## config.mk

```make
export PLATFORM = sky130hd
export DESIGN_NAME = bomb_slot_scheduler_flat
export DESIGN_NICKNAME = d
export VERILOG_FILES = /design/src/rtl/bomb_pkg.sv /design/src/rtl/bomb_slot_scheduler_if.sv /design/src/rtl/bomb_inventory_counter.sv /design/src/rtl/bomb_slot_scheduler.sv /design/src/flat_wrapper.sv
export SDC_FILE = /design/constraint.sdc
export NUM_CORES = 1
export LEC_CHECK = 0
export BUFFER_PORTS_ARGS = -buffer_cell sky130_fd_sc_hd__clkbuf_2
export CORE_MARGIN = 2
export CORE_UTILIZATION = 25
export CTS_CLUSTER_DIAMETER = 150
export DETAILED_ROUTE_END_ITERATION = 8
export GPL_TIMING_DRIVEN = 0
export SLEW_MARGIN = 30
export SYNTH_ARGS = -nofsm -noshare
export SYNTH_HDL_FRONTEND = slang
export SYNTH_HIERARCHICAL = 1
export SYNTH_SLANG_ARGS = --single-unit
```

## constraint.sdc

```tcl
create_clock -name clk -period 4.3 [get_ports clk]
set_clock_uncertainty 0.2 [all_clocks]
set_input_delay 0.215 -clock clk [delete_from_list [all_inputs] [get_ports clk]]
set_output_delay 0.215 -clock clk [all_outputs]
set_load 0.05 [all_outputs]
```

## src/rtl/bomb_pkg.sv

```systemverilog
// rtl/bomb_pkg.sv - shared constants and types for the bomb slot scheduler
package bomb_pkg;

  localparam int NUM_SLOTS   = 4;
  localparam int START_BOMBS = 2;
  localparam int MAX_BOMBS   = 3;
  localparam int TILE_SHIFT  = 5;

  typedef logic [5:0] tile_t;
  typedef logic       player_t;

  // Pixel coordinate of a player's top-left corner to its tile index.
  function automatic tile_t pos_to_tile(input logic [10:0] pos);
    return tile_t'(pos >> TILE_SHIFT);
  endfunction

endpackage

```

## src/rtl/bomb_slot_scheduler_if.sv

```systemverilog
// rtl/bomb_slot_scheduler_if.sv - player-side and slot-side signal bundle of the scheduler
interface bomb_slot_scheduler_if;
  import bomb_pkg::*;

  logic [1:0]           drop_key;
  logic [10:0]          p0_topLeftX;
  logic [10:0]          p0_topLeftY;
  logic [10:0]          p1_topLeftX;
  logic [10:0]          p1_topLeftY;
  logic [NUM_SLOTS-1:0] slot_blast;
  logic [1:0]           inc_bomb;
  logic                 score_reset;

  logic [NUM_SLOTS-1:0] slot_drop;
  tile_t                drop_tileX;
  tile_t                drop_tileY;
  logic [NUM_SLOTS-1:0] slot_busy;
  logic [NUM_SLOTS-1:0] slot_owner;
  logic [1:0]           drop_denied;
  logic [3:0]           bombs_left0;
  logic [3:0]           bombs_left1;

  // Game side: keyboard, positions, bomb blocks, power-ups.
  modport master (
    output drop_key, p0_topLeftX, p0_topLeftY, p1_topLeftX, p1_topLeftY,
    output slot_blast, inc_bomb, score_reset,
    input  slot_drop, drop_tileX, drop_tileY, slot_busy, slot_owner,
    input  drop_denied, bombs_left0, bombs_left1
  );

  // Scheduler side.
  modport slave (
    input  drop_key, p0_topLeftX, p0_topLeftY, p1_topLeftX, p1_topLeftY,
    input  slot_blast, inc_bomb, score_reset,
    output slot_drop, drop_tileX, drop_tileY, slot_busy, slot_owner,
    output drop_denied, bombs_left0, bombs_left1
  );

endinterface

```

## src/rtl/bomb_inventory_counter.sv

```systemverilog
// rtl/bomb_inventory_counter.sv - saturating per-player bombs-left counter
module bomb_inventory_counter
  import bomb_pkg::*;
(
  input  logic       clk,
  input  logic       reset,
  input  logic       clear_i,
  input  logic       dec_i,
  input  logic [2:0] credit_i,
  input  logic       inc_i,
  output logic [3:0] count_o
);

  localparam logic [4:0] MAX5   = 5'(MAX_BOMBS);
  localparam logic [3:0] START4 = 4'(START_BOMBS);

  logic [3:0] count_q, count_d;
  logic [4:0] sum;
  logic       dec_eff;

  // Net change in 5 bits so credits and power-ups cannot wrap before clamping.
  always_comb begin
    dec_eff = dec_i & (count_q != 4'd0);
    sum     = {1'b0, count_q} + {2'b00, credit_i} + {4'b0000, inc_i} - {4'b0000, dec_eff};
    count_d = count_q;
    if (clear_i) begin
      count_d = START4;
    end else if (sum > MAX5) begin
      count_d = MAX5[3:0];
    end else begin
      count_d = sum[3:0];
    end
  end

  // Counter register.
  always_ff @(posedge clk or posedge reset) begin
    if (reset) begin
      count_q <= START4;
    end else begin
      count_q <= count_d;
    end
  end

  assign count_o = count_q;

endmodule

```

## src/rtl/bomb_slot_scheduler.sv

```systemverilog
// rtl/bomb_slot_scheduler.sv - shares bomb slots between two players with round-robin arbitration
module bomb_slot_scheduler
  import bomb_pkg::*;
(
  input  logic                 clk,
  input  logic                 reset,
  bomb_slot_scheduler_if.slave bus
);

  logic [1:0]           key_q;
  logic [1:0]           pend_q;
  logic                 rr_q;
  logic [NUM_SLOTS-1:0] busy_q;
  logic [NUM_SLOTS-1:0] owner_q;
  tile_t                slot_tx_q [NUM_SLOTS];
  tile_t                slot_ty_q [NUM_SLOTS];
  logic [NUM_SLOTS-1:0] slot_drop_q;
  tile_t                drop_tx_q;
  tile_t                drop_ty_q;
  logic [1:0]           denied_q;

  tile_t                tile_x [2];
  tile_t                tile_y [2];
  logic [3:0]           bombs [2];
  logic [2:0]           credit [2];
  logic [1:0]           key_edge;
  logic [1:0]           clash;
  logic [1:0]           elig;
  logic [1:0]           grant;
  logic [1:0]           deny;
  player_t              gp;
  logic [NUM_SLOTS-1:0] free_vec;
  logic [NUM_SLOTS-1:0] grant_slot;
  logic [NUM_SLOTS-1:0] release_vec;

  assign tile_x[0] = pos_to_tile(bus.p0_topLeftX);
  assign tile_y[0] = pos_to_tile(bus.p0_topLeftY);
  assign tile_x[1] = pos_to_tile(bus.p1_topLeftX);
  assign tile_y[1] = pos_to_tile(bus.p1_topLeftY);

  assign key_edge    = bus.drop_key & ~key_q;
  assign free_vec    = ~busy_q;
  assign release_vec = bus.slot_blast & busy_q;
  assign gp          = grant[1];

  // Eligibility of each pending player against registered slot state.
  always_comb begin
    clash = 2'b00;
    for (int p = 0; p < 2; p++) begin
      for (int i = 0; i < NUM_SLOTS; i++) begin
        if (busy_q[i] && slot_tx_q[i] == tile_x[p] && slot_ty_q[i] == tile_y[p]) begin
          clash[p] = 1'b1;
        end
      end
    end
    for (int p = 0; p < 2; p++) begin
      elig[p] = pend_q[p] && (bombs[p] != 4'd0) && (|free_vec) && !clash[p];
    end
  end

  // One grant per cycle; rr_q breaks a tie, ineligible requests are dropped.
  always_comb begin
    grant = elig;
    if (elig == 2'b11) begin
      grant        = 2'b00;
      grant[rr_q]  = 1'b1;
    end
    deny = pend_q & ~elig;
  end

  // Lowest-index free slot receives the granted bomb.
  always_comb begin
    grant_slot = '0;
    if (|grant) begin
      for (int i = NUM_SLOTS - 1; i >= 0; i--) begin
        if (free_vec[i]) begin
          grant_slot    = '0;
          grant_slot[i] = 1'b1;
        end
      end
    end
  end

  // Count exploded bombs per owner to credit back to inventory.
  always_comb begin
    credit[0] = 3'd0;
    credit[1] = 3'd0;
    for (int i = 0; i < NUM_SLOTS; i++) begin
      if (release_vec[i]) begin
        credit[owner_q[i]] = credit[owner_q[i]] + 3'd1;
      end
    end
  end

  // Request, slot table and registered pulse outputs.
  always_ff @(posedge clk or posedge reset) begin
    if (reset) begin
      key_q       <= '0;
      pend_q      <= '0;
      rr_q        <= 1'b0;
      busy_q      <= '0;
      owner_q     <= '0;
      slot_drop_q <= '0;
      drop_tx_q   <= '0;
      drop_ty_q   <= '0;
      denied_q    <= '0;
      for (int i = 0; i < NUM_SLOTS; i++) begin
        slot_tx_q[i] <= '0;
        slot_ty_q[i] <= '0;
      end
    end else if (bus.score_reset) begin
      key_q       <= '0;
      pend_q      <= '0;
      rr_q        <= 1'b0;
      busy_q      <= '0;
      owner_q     <= '0;
      slot_drop_q <= '0;
      drop_tx_q   <= '0;
      drop_ty_q   <= '0;
      denied_q    <= '0;
      for (int i = 0; i < NUM_SLOTS; i++) begin
        slot_tx_q[i] <= '0;
        slot_ty_q[i] <= '0;
      end
    end else begin
      key_q       <= bus.drop_key;
      pend_q      <= (pend_q & ~(grant | deny)) | key_edge;
      busy_q      <= (busy_q & ~release_vec) | grant_slot;
      slot_drop_q <= grant_slot;
      denied_q    <= deny;
      if (|grant) begin
        rr_q      <= ~gp;
        drop_tx_q <= tile_x[gp];
        drop_ty_q <= tile_y[gp];
      end
      for (int i = 0; i < NUM_SLOTS; i++) begin
        if (grant_slot[i]) begin
          owner_q[i]   <= gp;
          slot_tx_q[i] <= tile_x[gp];
          slot_ty_q[i] <= tile_y[gp];
        end
      end
    end
  end

  bomb_inventory_counter u_inv0 (
    .clk      (clk),
    .reset    (reset),
    .clear_i  (bus.score_reset),
    .dec_i    (grant[0]),
    .credit_i (credit[0]),
    .inc_i    (bus.inc_bomb[0]),
    .count_o  (bombs[0])
  );

  bomb_inventory_counter u_inv1 (
    .clk      (clk),
    .reset    (reset),
    .clear_i  (bus.score_reset),
    .dec_i    (grant[1]),
    .credit_i (credit[1]),
    .inc_i    (bus.inc_bomb[1]),
    .count_o  (bombs[1])
  );

  assign bus.slot_drop   = slot_drop_q;
  assign bus.drop_tileX  = drop_tx_q;
  assign bus.drop_tileY  = drop_ty_q;
  assign bus.slot_busy   = busy_q;
  assign bus.slot_owner  = owner_q;
  assign bus.drop_denied = denied_q;
  assign bus.bombs_left0 = bombs[0];
  assign bus.bombs_left1 = bombs[1];

endmodule

```

## src/flat_wrapper.sv

```systemverilog
// flat-port wrapper written by rule: the top's interface ports become plain ports
module bomb_slot_scheduler_flat import bomb_pkg::*;
  (clk, reset, bus_drop_key, bus_p0_topLeftX, bus_p0_topLeftY, bus_p1_topLeftX, bus_p1_topLeftY, bus_slot_blast, bus_inc_bomb, bus_score_reset, bus_slot_drop, bus_drop_tileX, bus_drop_tileY, bus_slot_busy, bus_slot_owner, bus_drop_denied, bus_bombs_left0, bus_bombs_left1);
  bomb_slot_scheduler_if bus_i ();
  input  logic clk;
  input  logic reset;
  input wire logic [$bits(bus_i.drop_key)-1:0] bus_drop_key;
  input wire logic [$bits(bus_i.p0_topLeftX)-1:0] bus_p0_topLeftX;
  input wire logic [$bits(bus_i.p0_topLeftY)-1:0] bus_p0_topLeftY;
  input wire logic [$bits(bus_i.p1_topLeftX)-1:0] bus_p1_topLeftX;
  input wire logic [$bits(bus_i.p1_topLeftY)-1:0] bus_p1_topLeftY;
  input wire logic [$bits(bus_i.slot_blast)-1:0] bus_slot_blast;
  input wire logic [$bits(bus_i.inc_bomb)-1:0] bus_inc_bomb;
  input wire logic [$bits(bus_i.score_reset)-1:0] bus_score_reset;
  output wire logic [$bits(bus_i.slot_drop)-1:0] bus_slot_drop;
  output wire logic [$bits(bus_i.drop_tileX)-1:0] bus_drop_tileX;
  output wire logic [$bits(bus_i.drop_tileY)-1:0] bus_drop_tileY;
  output wire logic [$bits(bus_i.slot_busy)-1:0] bus_slot_busy;
  output wire logic [$bits(bus_i.slot_owner)-1:0] bus_slot_owner;
  output wire logic [$bits(bus_i.drop_denied)-1:0] bus_drop_denied;
  output wire logic [$bits(bus_i.bombs_left0)-1:0] bus_bombs_left0;
  output wire logic [$bits(bus_i.bombs_left1)-1:0] bus_bombs_left1;
  assign bus_i.drop_key = bus_drop_key;
  assign bus_i.p0_topLeftX = bus_p0_topLeftX;
  assign bus_i.p0_topLeftY = bus_p0_topLeftY;
  assign bus_i.p1_topLeftX = bus_p1_topLeftX;
  assign bus_i.p1_topLeftY = bus_p1_topLeftY;
  assign bus_i.slot_blast = bus_slot_blast;
  assign bus_i.inc_bomb = bus_inc_bomb;
  assign bus_i.score_reset = bus_score_reset;
  assign bus_slot_drop = bus_i.slot_drop;
  assign bus_drop_tileX = bus_i.drop_tileX;
  assign bus_drop_tileY = bus_i.drop_tileY;
  assign bus_slot_busy = bus_i.slot_busy;
  assign bus_slot_owner = bus_i.slot_owner;
  assign bus_drop_denied = bus_i.drop_denied;
  assign bus_bombs_left0 = bus_i.bombs_left0;
  assign bus_bombs_left1 = bus_i.bombs_left1;
  bomb_slot_scheduler u_core (.clk(clk), .reset(reset), .bus(bus_i));
endmodule
```

==> flow_summary.toml, run 1 <==
[run_status]
status = "finished clean"

[drt]
drc = 0
wl_um = 21800
dr.pass1.iters = 5
viasPerCell = 5.25
wl_per_cell_um = 21.6
ant_nets = 0
vias = 5283
drt_iter0_markers = 585

[power_and_ir_drop]
leakagePower_nw = 2.75
ir_drop_v = 0.000191
power.total_mw = 2.44
powerDensity_mw_per_mm2 = 352

[layout]
nets = 756
antenna_cells = 0
fillers = 2507
seq_area_mm2 = 0.00218
drive_above_1_share_pct = 19.3
final-instance-count-excl-fill = 1007
final_cell_area_mm2 = 0.00695
area_delta_synth_final_pct = 18.0
multi_input_area_mm2 = 0.00327

[cts]
htreeDepth = 3
cts_buffers = 9
cts.sink_count = 87
cts_root_buffer = "clkbuf_16"
cts_tree = "done"
clockBufferDepth = 2
cts.clk_slew.worst_paths_ps = 70
clock_latency_ps = 350

[global_route]
grt.busiest_layer = "met2"
grtUsageMet2_pct = 27.3
grt_max_degree = 41
antenna_found_initial = 1
met1_usage_pct = 23.9
grt_pass1_wl_um = 32100
grt_util_met3_pct = 4.30
grt_usage_pct = 17.7
grt_pass1_vias = 5113
grt-ovfl-total = 0

[timing]
maxSlewHeadroom_pct = 38.3
tightest_slew_ps = 918
worst_slack_ps = 138
finalHoldViolations = 0
rsz0062_at_grt = "yes"
setup_violations = 0
setup_tns_ps = 0
fin_crit_ps = 4160
max_freq_mhz = 240
period_share_pct = 96.8
maxSlewViolCount = 0

[placement]
place_area_mm2 = 0.00654
placedCellCount = 987
gp_congestion = 0.981
place_ws_ps = -130
io_buffers = 44
hpwl_um = 15900

[die]
io_pins = 89
rows = 56
die_h_um = 157
die_x_um = 157
core-area_mm2 = 0.0233
initial_core_util_pct = 25.3
dieArea_mm2 = 0.0248

[logic_synthesis]
syn_area_per_cell_um2 = 9.48
syn_area_mm2 = 0.00588
yosys_warnings = 6
synth-seq-area-share_pct = 37.0
async_flop_share_pct = 100
synthCells = 621
ys_ff_latch = 87
synth.distinct_cells = 54
synth_enable_flop_cells = 0
synth_ff_type = "dfrtp_1"

[critical_path]
crit_fanout = 10
path_cells = "xnor2_1 > nand4_1 > nor4_1 > or3_1 > nor3_4 > buf_4 > nor2_1 > o41a_1 > ha_1 > fa_1 > fa_1 > nand2b_1 > a21oi_2 > xnor2_1 > a41oi_1"
worstSetupEndpointType = "register"
arrival_ps = 4180
crit_type = "register to register"
max_stage_delay_ps = 440
path_buf_inv = 1
slowest_stage = "nor4_1"
required_ps = 4320
path_delay_family = "simple AND/OR/NAND/NOR gates"
start_kind = "register"

[hold_path]
worst_hold_path_type = "input port to register"

[flow_run]
max-cap-violations = 0
## final cells by class
type / instances / area share (%)
plain buffers: 60 / 5.06
flip-flops and latches: 87 / 31.4
multi-input cells: 436 / 47.1
well taps: 319 / 5.75
repair buffers: 52 / 4.40
clock inverters: 5 / 0.558
clock buffers: 11 / 3.64
inverters: 37 / 2.07
## Yosys cell counts, types with 2 or more instances
master	instances	share of area (%)
dfstp_2	2	0.89
buf_4	5	0.64
and2_1	2	0.21
nor4_1	13	1.4
or3_1	2	0.21
a21oi_2	2	0.30
nand4_1	19	2.0
or4_1	4	0.51
a311oi_1	12	1.8
nand2_2	2	0.21
o41a_1	2	0.38
a31oi_1	60	6.4
clkbuf_1	25	1.6
a41o_1	2	0.34
nand3_1	26	2.2
inv_1	37	2.4
a32oi_1	2	0.30
a211oi_1	38	4.8
and3_1	4	0.43
a31o_2	3	0.45
o211ai_1	8	1.0
nor2_1	19	1.2
xor2_1	28	4.2
nand2_1	18	1.1
nand2b_1	4	0.43
buf_6	10	1.9
a41oi_1	2	0.30
a21oi_1	12	1.0
nor2b_1	6	0.64
nand3b_1	3	0.38
dfrtp_1	85	36
xnor2_1	82	12
nor3_1	17	1.4
ha_1	14	3.0
o21ai_2	3	0.45
fa_1	4	1.4
buf_2	23	2.0
conb_1	2	0.13
o211ai_2	4	0.85
## registers in the layout, indices dropped and copies added, names as in the netlist
register	count
u_core/pend_q	2
u_core/u_inv0/count_o	4
u_core/slot_tx_q	24
u_core/bus.slot_busy	4
u_core/bus.drop_tileX	6
u_core/slot_ty_q	24
u_core/rr_q	1
u_core/u_inv1/count_o	4
u_core/key_q	2
u_core/bus.slot_owner	4
u_core/bus.slot_drop	4
u_core/bus.drop_tileY	6
u_core/bus.drop_denied	2
## logic make-up after synthesis
logic type	Yosys count	share of synthesized area, %
flops	87	37.0
fa+ha+maj	18	4.34
compound gates	156	19.5
mux	2	0.361
xor+xnor	111	16.6
simple gates	145	13.5
buf+inv	100	8.46
other cells	2	0.128
## worst paths after layout
kind,start,end,slack [ps],cells after the start
min,bus_score_reset,u_core/u_inv1/count_o[0]$_DFF_PP0_,10,2
min in group asynchronous,reset,u_core/u_inv1/count_o[3]$_DFF_PP0_,140,3
min reg2reg,u_core/pend_q[0]$_DFF_PP0_,u_core/pend_q[0]$_DFF_PP0_,350,1
max,u_core/slot_ty_q[19]$_DFFE_PP0P_,u_core/u_inv1/count_o[0]$_DFF_PP0_,140,15
max reg2reg,u_core/slot_ty_q[19]$_DFFE_PP0P_,u_core/u_inv1/count_o[0]$_DFF_PP0_,140,15
max in group asynchronous,reset,u_core/slot_tx_q[21]$_DFFE_PP0P_,3100,4
## where the power goes
group | leakage, nW | total [mW] | internal (mW) | switching [mW]
logic | 1.54 | 0.679 | 0.246 | 0.433
registers | 1.07 | 0.990 | 0.899 | 0.0908
clock network | 0.143 | 0.775 | 0.428 | 0.348
## through the flow
step                      hold WS, ps  util [%]
after floorplan                  -220         -
after global placement          -94.8      28.0
after detailed placement        -45.6      28.1
after CTS                       0.790      29.7
after global routing             15.8      29.9
final                            11.4      29.9
## layout by cell type (no fill, tap or decap), types with 12 or more instances in the layout
cell type and count:
nand2_1 18, dfrtp_1 85, xnor2_1 80, inv_1 36
clkbuf_1 22, nand3_1 26, buf_2 23, nor3_1 17
a31oi_1 60, nor2_1 19, clkbuf_2 44, ha_1 14
a211oi_1 38, xor2_1 28, a311oi_1 12, nand4_1 19
## routing by layer
| metal | vias to the layer above | part of all wire (%) |
|---|---|---|
| met3 | 50 | 8.8 |
| li1 | 2383 | - |
| met1 | 2543 | 42 |
| met2 | 305 | 45 |
| met4 | 2 | 3.6 |
| met5 | - | 0.032 |
## repair_timing
item | 4_1_cts | 5_1_grt
hold endpoints to repair | 51 | 0
hold buffers | 5 | 0
resized for setup | 4 | 11
pin swaps | 1 | 0
setup endpoints to repair | 4 | 4
setup buffers | 1 | 1
Power figures use the tool's default switching activity.
==> inputs of run 2 (changes only) <==
Settings changed: ABC_AREA from default to 1, PLACE_DENSITY_LB_ADDON from default to 0.25.
==> run 2 against run 1 <==
  * Worst hold slack improved by 150 ps
  * Non-clock buffer count fell by 10
  * Sequential power fell by 2.6%
  * Largest cell class unchanged
==> flow_summary.toml, run 2 <==
[placement]
gp_congestion = 0.899
hpwl_um = 15700
io_buffers = 60
place_area_mm2 = 0.00687

[drt]
viasPerCell = 4.52
ant_nets = 0
dr.pass1.iters = 4
drc = 0
wl_per_cell_um = 16.0
drt_iter0_markers = 436
wl_um = 21300
vias = 6008

[logic_synthesis]
ys_ff_latch = 87
synthCells = 919
syn_area_mm2 = 0.00612
netlist.area_leader.share_pct = 34.7
synth_enable_flop_cells = 0
yosysTopAreaCell = "dfrtp_1"
syn_area_per_cell_um2 = 6.66
yosys_warnings = 6
synth_area_leaders = "dfrtp_1 (35%), nand2_1 (21%), nand3_1 (7.3%), inv_1 (6.7%), nor2_1 (5.0%)"
synth_ff_type = "dfrtp_1"
synth.distinct_cells = 40
netlist_top_cells_count = "nand2_1 (346), inv_1 (110), nand3_1 (89)"
async_flop_share_pct = 100
synth-seq-area-share_pct = 35.6
yosysMostFrequentCell = "nand2_1"

[power_and_ir_drop]
ir_drop_v = 0.000176
leakagePower_nw = 3.86
powerDensity_mw_per_mm2 = 331
power.total_mw = 2.40

[critical_path]
slowest_stage = "dfrtp_1"
start_kind = "register"
crit_fanout = 10
crit_type = "register to register"
r2r_start = "u_core/bus.slot_busy[2]$_DFF_PP0_"
r2r_end = "u_core/u_inv1/count_o[0]$_DFF_PP0_"
max_stage_delay_ps = 480
required_ps = 4330
arrival_ps = 4010
regToRegSetupSlack_ps = 320
worstSetupEndpointType = "register"
timing.reg2reg.worst_path_depth = 17
path_cells = "inv_1 > nor2_1 > a211oi_1 > nand3_1 > nor2_4 > nand2_2 > buf_6 > inv_1 > o21a_1 > ha_1 > fa_1 > fa_1 > nand3b_1 > nand3_1 > nand2_1 > nor2_2 > a21oi_1"

[cts]
post_cts_buffers = 0
htreeDepth = 3
cts.clk_slew.worst_paths_ps = 60
clockBufferDepth = 2
cts_buffers = 9
cts.sink_count = 87
clock_latency_ps = 360
cts_root_buffer = "clkbuf_16"
cts_tree = "done"

[timing]
fin_crit_ps = 3980
maxSlewHeadroom_pct = 45.3
maxSlewViolCount = 0
rsz0062_at_grt = "no"
finalHoldViolations = 0
period_share_pct = 92.6
setup_tns_ps = 0
tightest_slew_ps = 821
setup_violations = 0
max_freq_mhz = 251

[layout]
drive_above_1_share_pct = 13.4
layout_commonest_cell = "nand2_1"
area_delta_synth_final_pct = 18.4
multi_input_area_mm2 = 0.00329
final_cell_mix = "nand2_1 (346), inv_1 (109), nand3_1 (89)"
nets = 1074
top_regs = "u_core/slot_tx_q: 24 flops, u_core/slot_ty_q: 24 flops"
seq_area_mm2 = 0.00218
antenna_cells = 0
fillers = 2691
final_cell_area_mm2 = 0.00725

[die]
dieArea_mm2 = 0.0258
core-area_mm2 = 0.0242
initial_core_util_pct = 25.3
die_h_um = 160
die_x_um = 160
io_pins = 89
rows = 57

[run_status]
status = "finished clean"

[global_route]
grt_pass1_wl_um = 33200
grt_pass1_vias = 5889
grt_usage_pct = 17.0
antenna_found_initial = 0
grt_max_degree = 47
grt-ovfl-total = 0

[hold_path]
worst_hold_path_type = "input port to asynchronous set/reset pin"

[flow_run]
max-cap-violations = 0
==> run 2: worst max path at each step <==
stage                                                    end                              start  cells after the start  slack [ps]
final                     u_core/u_inv1/count_o[0]$_DFF_PP0_  u_core/bus.slot_busy[2]$_DFF_PP0_                     17         320
after floorplan           u_core/u_inv1/count_o[0]$_DFF_PP0_  u_core/bus.slot_busy[1]$_DFF_PP0_                     19         360
after detailed placement  u_core/u_inv1/count_o[0]$_DFF_PP0_  u_core/bus.slot_busy[1]$_DFF_PP0_                     19         140
after global placement    u_core/u_inv1/count_o[0]$_DFF_PP0_  u_core/bus.slot_busy[1]$_DFF_PP0_                     19         170
after CTS                 u_core/u_inv1/count_o[0]$_DFF_PP0_  u_core/bus.slot_busy[1]$_DFF_PP0_                     19         130
after global routing      u_core/u_inv1/count_o[0]$_DFF_PP0_                  bus_slot_blast[0]                     21          10
==> run 2: kinds of logic (layout without fill, tap and decap cells) <==
kind of cell / Yosys count / after routing / share of synthesized area [%]
compound gates: 60 / 60 / 5.23
fa+ha+maj: 18 / 18 / 4.17
mux: 1 / 1 / 0.164
other cells: 2 / 4 / 0.123
xor+xnor: 34 / 34 / 4.86
simple gates: 562 / 562 / 39.1
buf+inv: 155 / 240 / 10.8
flops: 87 / 87 / 35.6
==> run 2: metal layers <==
metal | up-vias | share of wire (%) | track usage (%)
met5 | - | 0 | 0
met4 | 0 | 2.0 | 5.28
met3 | 26 | 6.2 | 2.45
met2 | 200 | 45 | 27.6
met1 | 2780 | 47 | 23.3
li1 | 3002 | - | -
==> run 2: final cells by class <==
class,instances,area share [%]
clock buffers,10,3.16
multi-input cells,679,45.4
plain buffers,33,2.74
flip-flops and latches,87,30.1
well taps,324,5.59
repair buffers,69,5.63
inverters,122,6.42
clock inverters,6,0.967
==> run 2: critical path, delay by kind of cell, from the launching register on <==
family / cells / cell delay [ps]
and+or+nand+nor: 8 / 1190
adders and majority gates: 3 / 1060
DFF: 1 / 480
AOI/OAI and AO/OA: 3 / 480
buffers and inverters: 3 / 430
==> run 2: metrics by stage <==
step	hold WS, ps	instances	worst slack (ps)	util [%]
6_report	165	1330	320	30.0
5_1_grt	178	1330	14.4	30.0
4_1_cts	142	1330	129	30.0
3_5_place_dp	-34.3	1306	139	28.4
3_3_place_gp	-74.3	1305	172	28.3
2_1_floorplan	-220	921	355	-
==> run 2: where the power goes <==
group	switching, mW	internal, mW	total (mW)
Sequential	0.0745	0.890	0.964
Combinational	0.424	0.195	0.618
Clock	0.362	0.455	0.817
Total	0.860	1.54	2.40
==> run 2: what timing repair did <==
action / CTS / global route
resized for setup: 0 / 4
setup endpoints to repair: 0 / 4
hold endpoints to repair: 52 / 0
hold buffers: 8 / 0
